==> src/rtl/fixed_bias_add_stream.sv <==
// Joins a data stream with a bias stream, aligns the bias to the data format and adds per element.
// Results leave through a 2-entry skid buffer. Define BIAS_ADD_SATURATE_EN to clamp instead of wrap.
module fixed_bias_add_stream #(
   parameter int DATA_IN_PRECISION_0  = 32,
   parameter int DATA_IN_PRECISION_1  = 6,
   parameter int BIAS_PRECISION_0     = 16,
   parameter int BIAS_PRECISION_1     = 3,
   parameter int DATA_OUT_PRECISION_0 = 16,
   parameter int TENSOR_SIZE_DIM_0    = 32,
   parameter int PARALLELISM_DIM_0    = 1,
   parameter int OUT_DEPTH            = TENSOR_SIZE_DIM_0 / PARALLELISM_DIM_0
) (
   input  logic                            clk,
   input  logic                            rst,
   input  logic [DATA_IN_PRECISION_0-1:0]  data_in [PARALLELISM_DIM_0],
   input  logic                            data_in_valid,
   output logic                            data_in_ready,
   input  logic [BIAS_PRECISION_0-1:0]     bias [PARALLELISM_DIM_0],
   input  logic                            bias_valid,
   output logic                            bias_ready,
   output logic [DATA_OUT_PRECISION_0-1:0] data_out [PARALLELISM_DIM_0],
   output logic                            data_out_valid,
   input  logic                            data_out_ready,
   output logic                            data_out_last
);
   localparam int P     = PARALLELISM_DIM_0;
   localparam int OW    = DATA_OUT_PRECISION_0;
   localparam int SHIFT = DATA_IN_PRECISION_1 - BIAS_PRECISION_1;
   localparam int BW    = BIAS_PRECISION_0 + SHIFT;
   localparam int SW    = ((DATA_IN_PRECISION_0 > BW) ? DATA_IN_PRECISION_0 : BW) + 1;
   localparam int CW    = (OUT_DEPTH > 1) ? $clog2(OUT_DEPTH) : 1;

   if (BIAS_PRECISION_1 > DATA_IN_PRECISION_1) begin : g_bad_frac
      $error("BIAS_PRECISION_1 must not exceed DATA_IN_PRECISION_1");
   end
   if ((TENSOR_SIZE_DIM_0 % PARALLELISM_DIM_0) != 0) begin : g_bad_par
      $error("PARALLELISM_DIM_0 must divide TENSOR_SIZE_DIM_0");
   end

   logic [OW-1:0]        out_data_q  [P];
   logic [OW-1:0]        out_data_d  [P];
   logic [OW-1:0]        skid_data_q [P];
   logic [OW-1:0]        skid_data_d [P];
   logic                 out_valid_q, out_valid_d;
   logic                 out_last_q, out_last_d;
   logic                 skid_full_q, skid_full_d;
   logic                 skid_last_q, skid_last_d;
   logic [CW-1:0]        cnt_q, cnt_d;
   logic [OW-1:0]        res_w [P];
   logic signed [SW-1:0] d_ext, b_ext, sum_w;
   logic                 in_ready, fire, pop, last_w;

   assign in_ready      = !skid_full_q;
   assign fire          = data_in_valid & bias_valid & in_ready;
   assign data_in_ready = fire;
   assign bias_ready    = fire;
   assign pop           = out_valid_q & data_out_ready;
   assign last_w        = (cnt_q == CW'(OUT_DEPTH - 1));

`ifdef BIAS_ADD_SATURATE_EN
   localparam logic signed [SW-1:0] SAT_MAX = {{(SW-OW+1){1'b0}}, {(OW-1){1'b1}}};
   localparam logic signed [SW-1:0] SAT_MIN = {{(SW-OW+1){1'b1}}, {(OW-1){1'b0}}};
`else
   logic unused_sum_msbs;
`endif

   always_comb begin
      d_ext = '0;
      b_ext = '0;
      sum_w = '0;
`ifndef BIAS_ADD_SATURATE_EN
      unused_sum_msbs = 1'b0;
`endif
      for (int i = 0; i < P; i++) begin
         d_ext = {{(SW-DATA_IN_PRECISION_0){data_in[i][DATA_IN_PRECISION_0-1]}}, data_in[i]};
         b_ext = {{(SW-BIAS_PRECISION_0){bias[i][BIAS_PRECISION_0-1]}}, bias[i]};
         b_ext = b_ext <<< SHIFT;
         sum_w = d_ext + b_ext;
`ifdef BIAS_ADD_SATURATE_EN
         if (sum_w > SAT_MAX)
            res_w[i] = SAT_MAX[OW-1:0];
         else if (sum_w < SAT_MIN)
            res_w[i] = SAT_MIN[OW-1:0];
         else
            res_w[i] = sum_w[OW-1:0];
`else
         res_w[i] = sum_w[OW-1:0];
         unused_sum_msbs = unused_sum_msbs ^ (^sum_w[SW-1:OW]);
`endif
      end
   end

   // Output reg refills from skid first; a fire only lands in the skid reg when the output is stalled.
   always_comb begin
      out_data_d  = out_data_q;
      out_valid_d = out_valid_q;
      out_last_d  = out_last_q;
      skid_data_d = skid_data_q;
      skid_full_d = skid_full_q;
      skid_last_d = skid_last_q;
      cnt_d       = cnt_q;
      if (fire)
         cnt_d = last_w ? '0 : cnt_q + 1'b1;
      if (!out_valid_q || pop) begin
         if (skid_full_q) begin
            out_data_d  = skid_data_q;
            out_last_d  = skid_last_q;
            out_valid_d = 1'b1;
            skid_full_d = 1'b0;
         end else if (fire) begin
            out_data_d  = res_w;
            out_last_d  = last_w;
            out_valid_d = 1'b1;
         end else begin
            out_valid_d = 1'b0;
         end
      end else if (fire) begin
         skid_data_d = res_w;
         skid_last_d = last_w;
         skid_full_d = 1'b1;
      end
   end

   always_ff @(posedge clk or posedge rst) begin
      if (rst) begin
         for (int i = 0; i < P; i++) begin
            out_data_q[i]  <= '0;
            skid_data_q[i] <= '0;
         end
         out_valid_q <= 1'b0;
         out_last_q  <= 1'b0;
         skid_full_q <= 1'b0;
         skid_last_q <= 1'b0;
         cnt_q       <= '0;
      end else begin
         out_data_q  <= out_data_d;
         skid_data_q <= skid_data_d;
         out_valid_q <= out_valid_d;
         out_last_q  <= out_last_d;
         skid_full_q <= skid_full_d;
         skid_last_q <= skid_last_d;
         cnt_q       <= cnt_d;
      end
   end

   assign data_out       = out_data_q;
   assign data_out_valid = out_valid_q;
   assign data_out_last  = out_last_q;

endmodule

==> config.mk <==
export PLATFORM = sky130hd
export DESIGN_NAME = fixed_bias_add_stream
export DESIGN_NICKNAME = d
export VERILOG_FILES = /design/src/rtl/fixed_bias_add_stream.sv
export SDC_FILE = /design/constraint.sdc
export NUM_CORES = 1
export LEC_CHECK = 0
export ABC_AREA = 1
export CAP_MARGIN = 30
export CORE_MARGIN = 4
export CORE_UTILIZATION = 35
export DETAILED_ROUTE_END_ITERATION = 10
export GPL_TIMING_DRIVEN = 0
export SYNTH_ARGS = -nofsm -noshare
export SYNTH_HDL_FRONTEND = slang
export SYNTH_SLANG_ARGS = --single-unit
export TNS_END_PERCENT = 100
==> constraint.sdc <==
create_clock -name clk -period 1.6 [get_ports clk]
set_input_delay 0.4 -clock clk [delete_from_list [all_inputs] [get_ports clk]]
set_output_delay 0.4 -clock clk [all_outputs]
set_load 0.02 [all_outputs]
## After elaboration in Yosys (flattened, before gate mapping)

Index checks and enable logic that the tools add are counted.

| word-level totals | value |
|---|---|
| ROM bits | 0 |
| RAM bits | 0 |
| memories | 0 |
| output and inout bits | 20 |
| bits in registers | 41 |
| logic and storage cells | 30 |
| latch bits | 0 |

| cells by class | value |
|---|---|
| mux-type cells | 9 |
| $mul | 0 |
| bitwise gates (word level) | 4 |
| shift operators | 0 |
| reductions and logical operators | 7 |
| equal/unequal tests | 1 |
| divide/modulo/power cells | 0 |
| order comparisons | 0 |
| add/subtract/negate cells | 2 |

Operators with widths:

| kind | number |
|---|---|
| $mux W16 | 2 |
| $add A16 B16 Y16 | 1 |
| $mux W1 | 6 |
| $add A5 B1 Y5 const B | 1 |
| $eq A5 B5 Y1 const B | 1 |
| $mux W5 | 1 |
| $reduce_and A2 Y1 | 2 |
| $reduce_bool A2 Y1 | 2 |
| $and A1 B1 Y1 | 3 |
| $logic_not A1 Y1 | 2 |
| $logic_or A1 B1 Y1 | 1 |
| $not A1 Y1 | 1 |

## Logic depth before layout (Yosys ltp)

| logic depth | value |
|---|---|
| word-level depth | 4 |
| gate-level depth with buffers | 11 |
| depth with buffers taken out | 11 |

## Least setup slack after synthesis

No wires, ideal clock.

| path | value |
|---|---|
| kind | input to register |
| start point | input port data_in[3] (netlist bit) |
| end point | register out_data_q, in the netlist data_out[11] |
| stages on the path | 10 |
| required time | 1.484 ns |
| arrival time | 1.633 ns |
| slack | -0.149 ns |
| cell sequence | ha_1 -> fa_1 -> nand3_1 -> nand2_1 -> nand2_1 -> nand2_1 -> xnor2_1 -> nand2_1 -> nand2_1 -> nand2_1 |

| between the ends | value |
|---|---|
| longest elaborated chain between the ends | 3 |

RTL lines:

| what | line | source |
|---|---|---|
| from (decl) | 15 | `input logic [DATA_IN_PRECISION_0-1:0] data_in [PARALLELISM_DIM_0],` |
| $add A16 B16 Y16 | 78 | `sum_w = d_ext + b_ext;` |
| $mux W16 | 110 | `end else if (fire) begin` |
| $mux W16 | 105 | `if (skid_full_q) begin` |
| to (signal assigned) | 136 | `out_data_q <= out_data_d;` |
| to (decl) | 40 | `logic [OW-1:0] out_data_q [P];` |

No other way between the ends. The select of a mux whose other input is x is not followed.
A chain may end at the register's enable or synchronous reset.

## Final worst setup path

| path | value |
|---|---|
| start point | input port bias[8] (netlist bit) |
| end point | register out_data_q, in the netlist data_out[13] |

| between the ends | value |
|---|---|
| longest elaborated chain between the ends | 3 |

RTL lines:

| what | line | source |
|---|---|---|
| from (decl) | 18 | `input logic [BIAS_PRECISION_0-1:0] bias [PARALLELISM_DIM_0],` |
| $add A16 B16 Y16 | 78 |  |
| $mux W16 | 110 |  |
| $mux W16 | 105 |  |

No other way between the ends. The select of a mux whose other input is x is not followed.

==> results.cfg <==
[detailed_routing]
drt_iter0_markers = 99
viasPerCell = 4.653
wl_met3_um = 280
drc = 0
wl_um = 6379
wl_met2_um = 3178
wl_per_cell_um = 12.31
ant_nets = 0
route.vias.total = 2410
routed.top_layer = met4
wl_met1_um = 2853
first_pass_iters = 4

[timing]
fin_setup_tns_ns = 0
drv_slew = 0
min_period_ns = 1.556
timing.final.crit_share_pct = 97.24
finalSetupViolations = 0
worst_pin_slew_ns = 0.8702
worst_slack_ns = 0.04414
rsz0062_at_grt = true
slew_headroom_pct = 41.91
hold_viol = 0
fin_skew_ns = 0.008383
whs_ns = 0.4767
fmax_mhz = 642.7

[yosys]
async_flop_share_pct = 100.0
yosysUniqueCellTypes = 24
syn_avg_cell_area_um2 = 7.144
ys_warn_count = 0
yosys-top-cells-count = nand2_1, dfrtp_1, inv_1
ys_seq_elements = 41
yosysSeqAreaShare_pct = 40.92
yosysTopAreaCellShare_pct = 40.92
synth_ff_type = dfrtp_1
synthesis.instances = 351
syn-num-nets = 419
mappedNetlistArea_mm2 = 0.002507
synth_top_cell_by_area = dfrtp_1
synth-edff-count = 0
synth_area_leaders = dfrtp_1, nand2_1, ha_1
synth_most_common_cell = nand2_1

[grt]
grt_max_degree = 42
grt.total_usage_pct = 15.35
grt_pass1_wl_um = 10730
antenna_found_initial = 0
grt_pass1_vias = 2388
gr-total-overflow = 0

[clock_tree]
clock-sinks = 41
cts_tree = done
cts-buffers-inserted = 5
holdBufCountCts = 0
clk_pin_slew_ns = 0.08
cts_max_path_buffers = 2
cts_max_level = 2
clk-insertion-delay-late_ns = 0.29
cts-root-buf = clkbuf_8

[place]
place.gp.congestion = 0.7816
place_worst_setup_slack_ns = -0.7799
dpl.hpwl_um = 4485
portBuffers = 53

[power_and_ir_drop]
irDropWorstVdd_mv = 0.3784
power.leakage_uw = 0.001842
power_density_mw_per_mm2 = 997.7
p_total_uw = 3570

[finish]
drive_gt1_share_pct = 23.46
num-nets-final = 490
area_delta_synth_final_pct = 42.71
diodes = 0

[worst_setup_path]
critPathLaunch = bias[8]
rrSetupSlack_ns = 0.14
path_max_fanout = 4
startpoint_type = primary input
crit_top_cell = nand2_1
r2r_end = data_out[14]
required_ns = 1.78
crit_end = data_out[13]
critPathCaptureType = flop
cp.arrival_ns = 1.74
r2r_cells = 5
crit_chain = dlygate4sd2_1 -> ha_4 -> nand2_1 -> inv_1 -> a21oi_2 -> nand3_1 -> nand2_1 -> nand3_1 -> nand2_1 -> nand2_1
slowest_delay_ns = 0.27
reg2reg_from = skid_full_q
criticalPathCategory = primary input to flop
cpMaxStageDelayCell = ha_4

[die]
coreArea_mm2 = 0.006869
rows = 30
start_util_pct = 36.50
die_area_mm2 = 0.008582
die_h_um = 92.64
io_pins = 73
die_w_um = 92.64

[status]
status = completed

[run]
cap_violations = 0

[hold_path]
worstHoldPathType = flop to flop
==> how the worst min path moves through the flow <==
stage	from	endpoint	slack, ns	cells after the start
2_1_floorplan	skid_data_q[5]	skid_data_q[5]	0.44	2
3_3_place_gp	skid_data_q[0]	skid_data_q[0]	0.45	2
3_5_place_dp	skid_data_q[5]	skid_data_q[5]	0.46	2
4_1_cts	skid_data_q[2]	skid_data_q[2]	0.48	2
5_1_grt	skid_data_q[0]	skid_data_q[0]	0.50	2
6_report	skid_data_q[5]	skid_data_q[5]	0.48	2
==> cell families (layout without fill, tap and decap cells) <==
kind of cell    Yosys count  after routing  share of synthesized area (%)
buf+inv                  55            126                          9.381
fa+ha+maj                15             15                          7.785
simple gates            198            198                          31.94
flops                    41             41                          40.92
xor+xnor                  6              6                          2.096
compound gates           36             36                          7.885
==> through the flow <==
stage | area [µm²] | instances | utilization (%)
6_report | 3578 | 518 | 52.09
5_1_grt | 3578 | 518 | 52.09
4_1_cts | 3487 | 517 | 50.77
3_5_place_dp | 3181 | 500 | 46.30
3_3_place_gp | 3181 | 500 | 46.30
2_1_floorplan | 2530 | 351 | -
==> state kept, by name, summed over array words and instances, names as in the netlist <==
register / cells
skid_data_q: 16
data_out: 16
data_out_valid: 1
data_out_last: 1
cnt_q: 5
skid_full_q: 1
skid_last_q: 1
==> repair_timing <==
item	CTS	global route
gates resized for setup	87	40
buffers inserted	10	1
hold endpoints to repair	0	0
setup endpoints to repair	49	12
pin swaps	20	24
==> metal layers <==
metal / vias to the layer above / global-route usage [%]
met5: - / 0
met4: 0 / 3.663
met3: 6 / 2.924
met2: 54 / 27.85
met1: 1113 / 18.70
li1: 1237 / -
==> worst max-delay path, delay by kind of cell <==
| family | cells | cell delay [ns] |
|---|---|---|
| adder cells (fa/ha/maj) | 1 | 0.27 |
| AND/OR/NAND/NOR | 6 | 0.53 |
| buffers and inverters | 2 | 0.34 |
| AO/OA/AOI/OAI | 1 | 0.19 |
==> placed cells by master, fill, tap and decap left out <==
master,count
dlygate4sd2_1,38
a21oi_1,11
inv_1,34
buf_6,4
a31oi_1,10
nand3_2,4
nand2_1,110
xnor2_2,2
fa_2,1
clkbuf_2,2
nand2_4,4
buf_2,3
a21o_1,1
ha_1,3
ha_4,11
o21ai_1,2
nand4_1,5
o21ai_0,6
nand3_1,15
xor2_1,4
buf_4,13
inv_2,10
clkdlybuf4s50_1,7
inv_4,1
dfrtp_1,41
clkdlybuf4s15_1,2
a21oi_2,5
nor2_2,7
nor2_4,3
clkbuf_1,4
nand2_2,23
dlymetal6s2s_1,2
nor2_1,26
clkbuf_8,6
nor3_1,1
a22oi_1,1
==> report_power, final <==
group | internal (µW) | switching (µW) | leakage (µW)
sequential | 1360 | 168 | 0.000493
combinational | 580 | 785 | 0.00130
clock | 342 | 337 | 0.0000443
total | 2280 | 1290 | 0.00184
==> layout make-up <==
class / count / area (µm²)
clock buffers: 7 / 86.33
multi-input cells: 255 / 1548
inverters: 45 / 171.4
plain buffers: 10 / 70.07
fillers: 687 / 3291
repair buffers: 64 / 556.8
flip-flops and latches: 41 / 1026
well taps: 96 / 120.1
(Power assumes the default switching activity.)
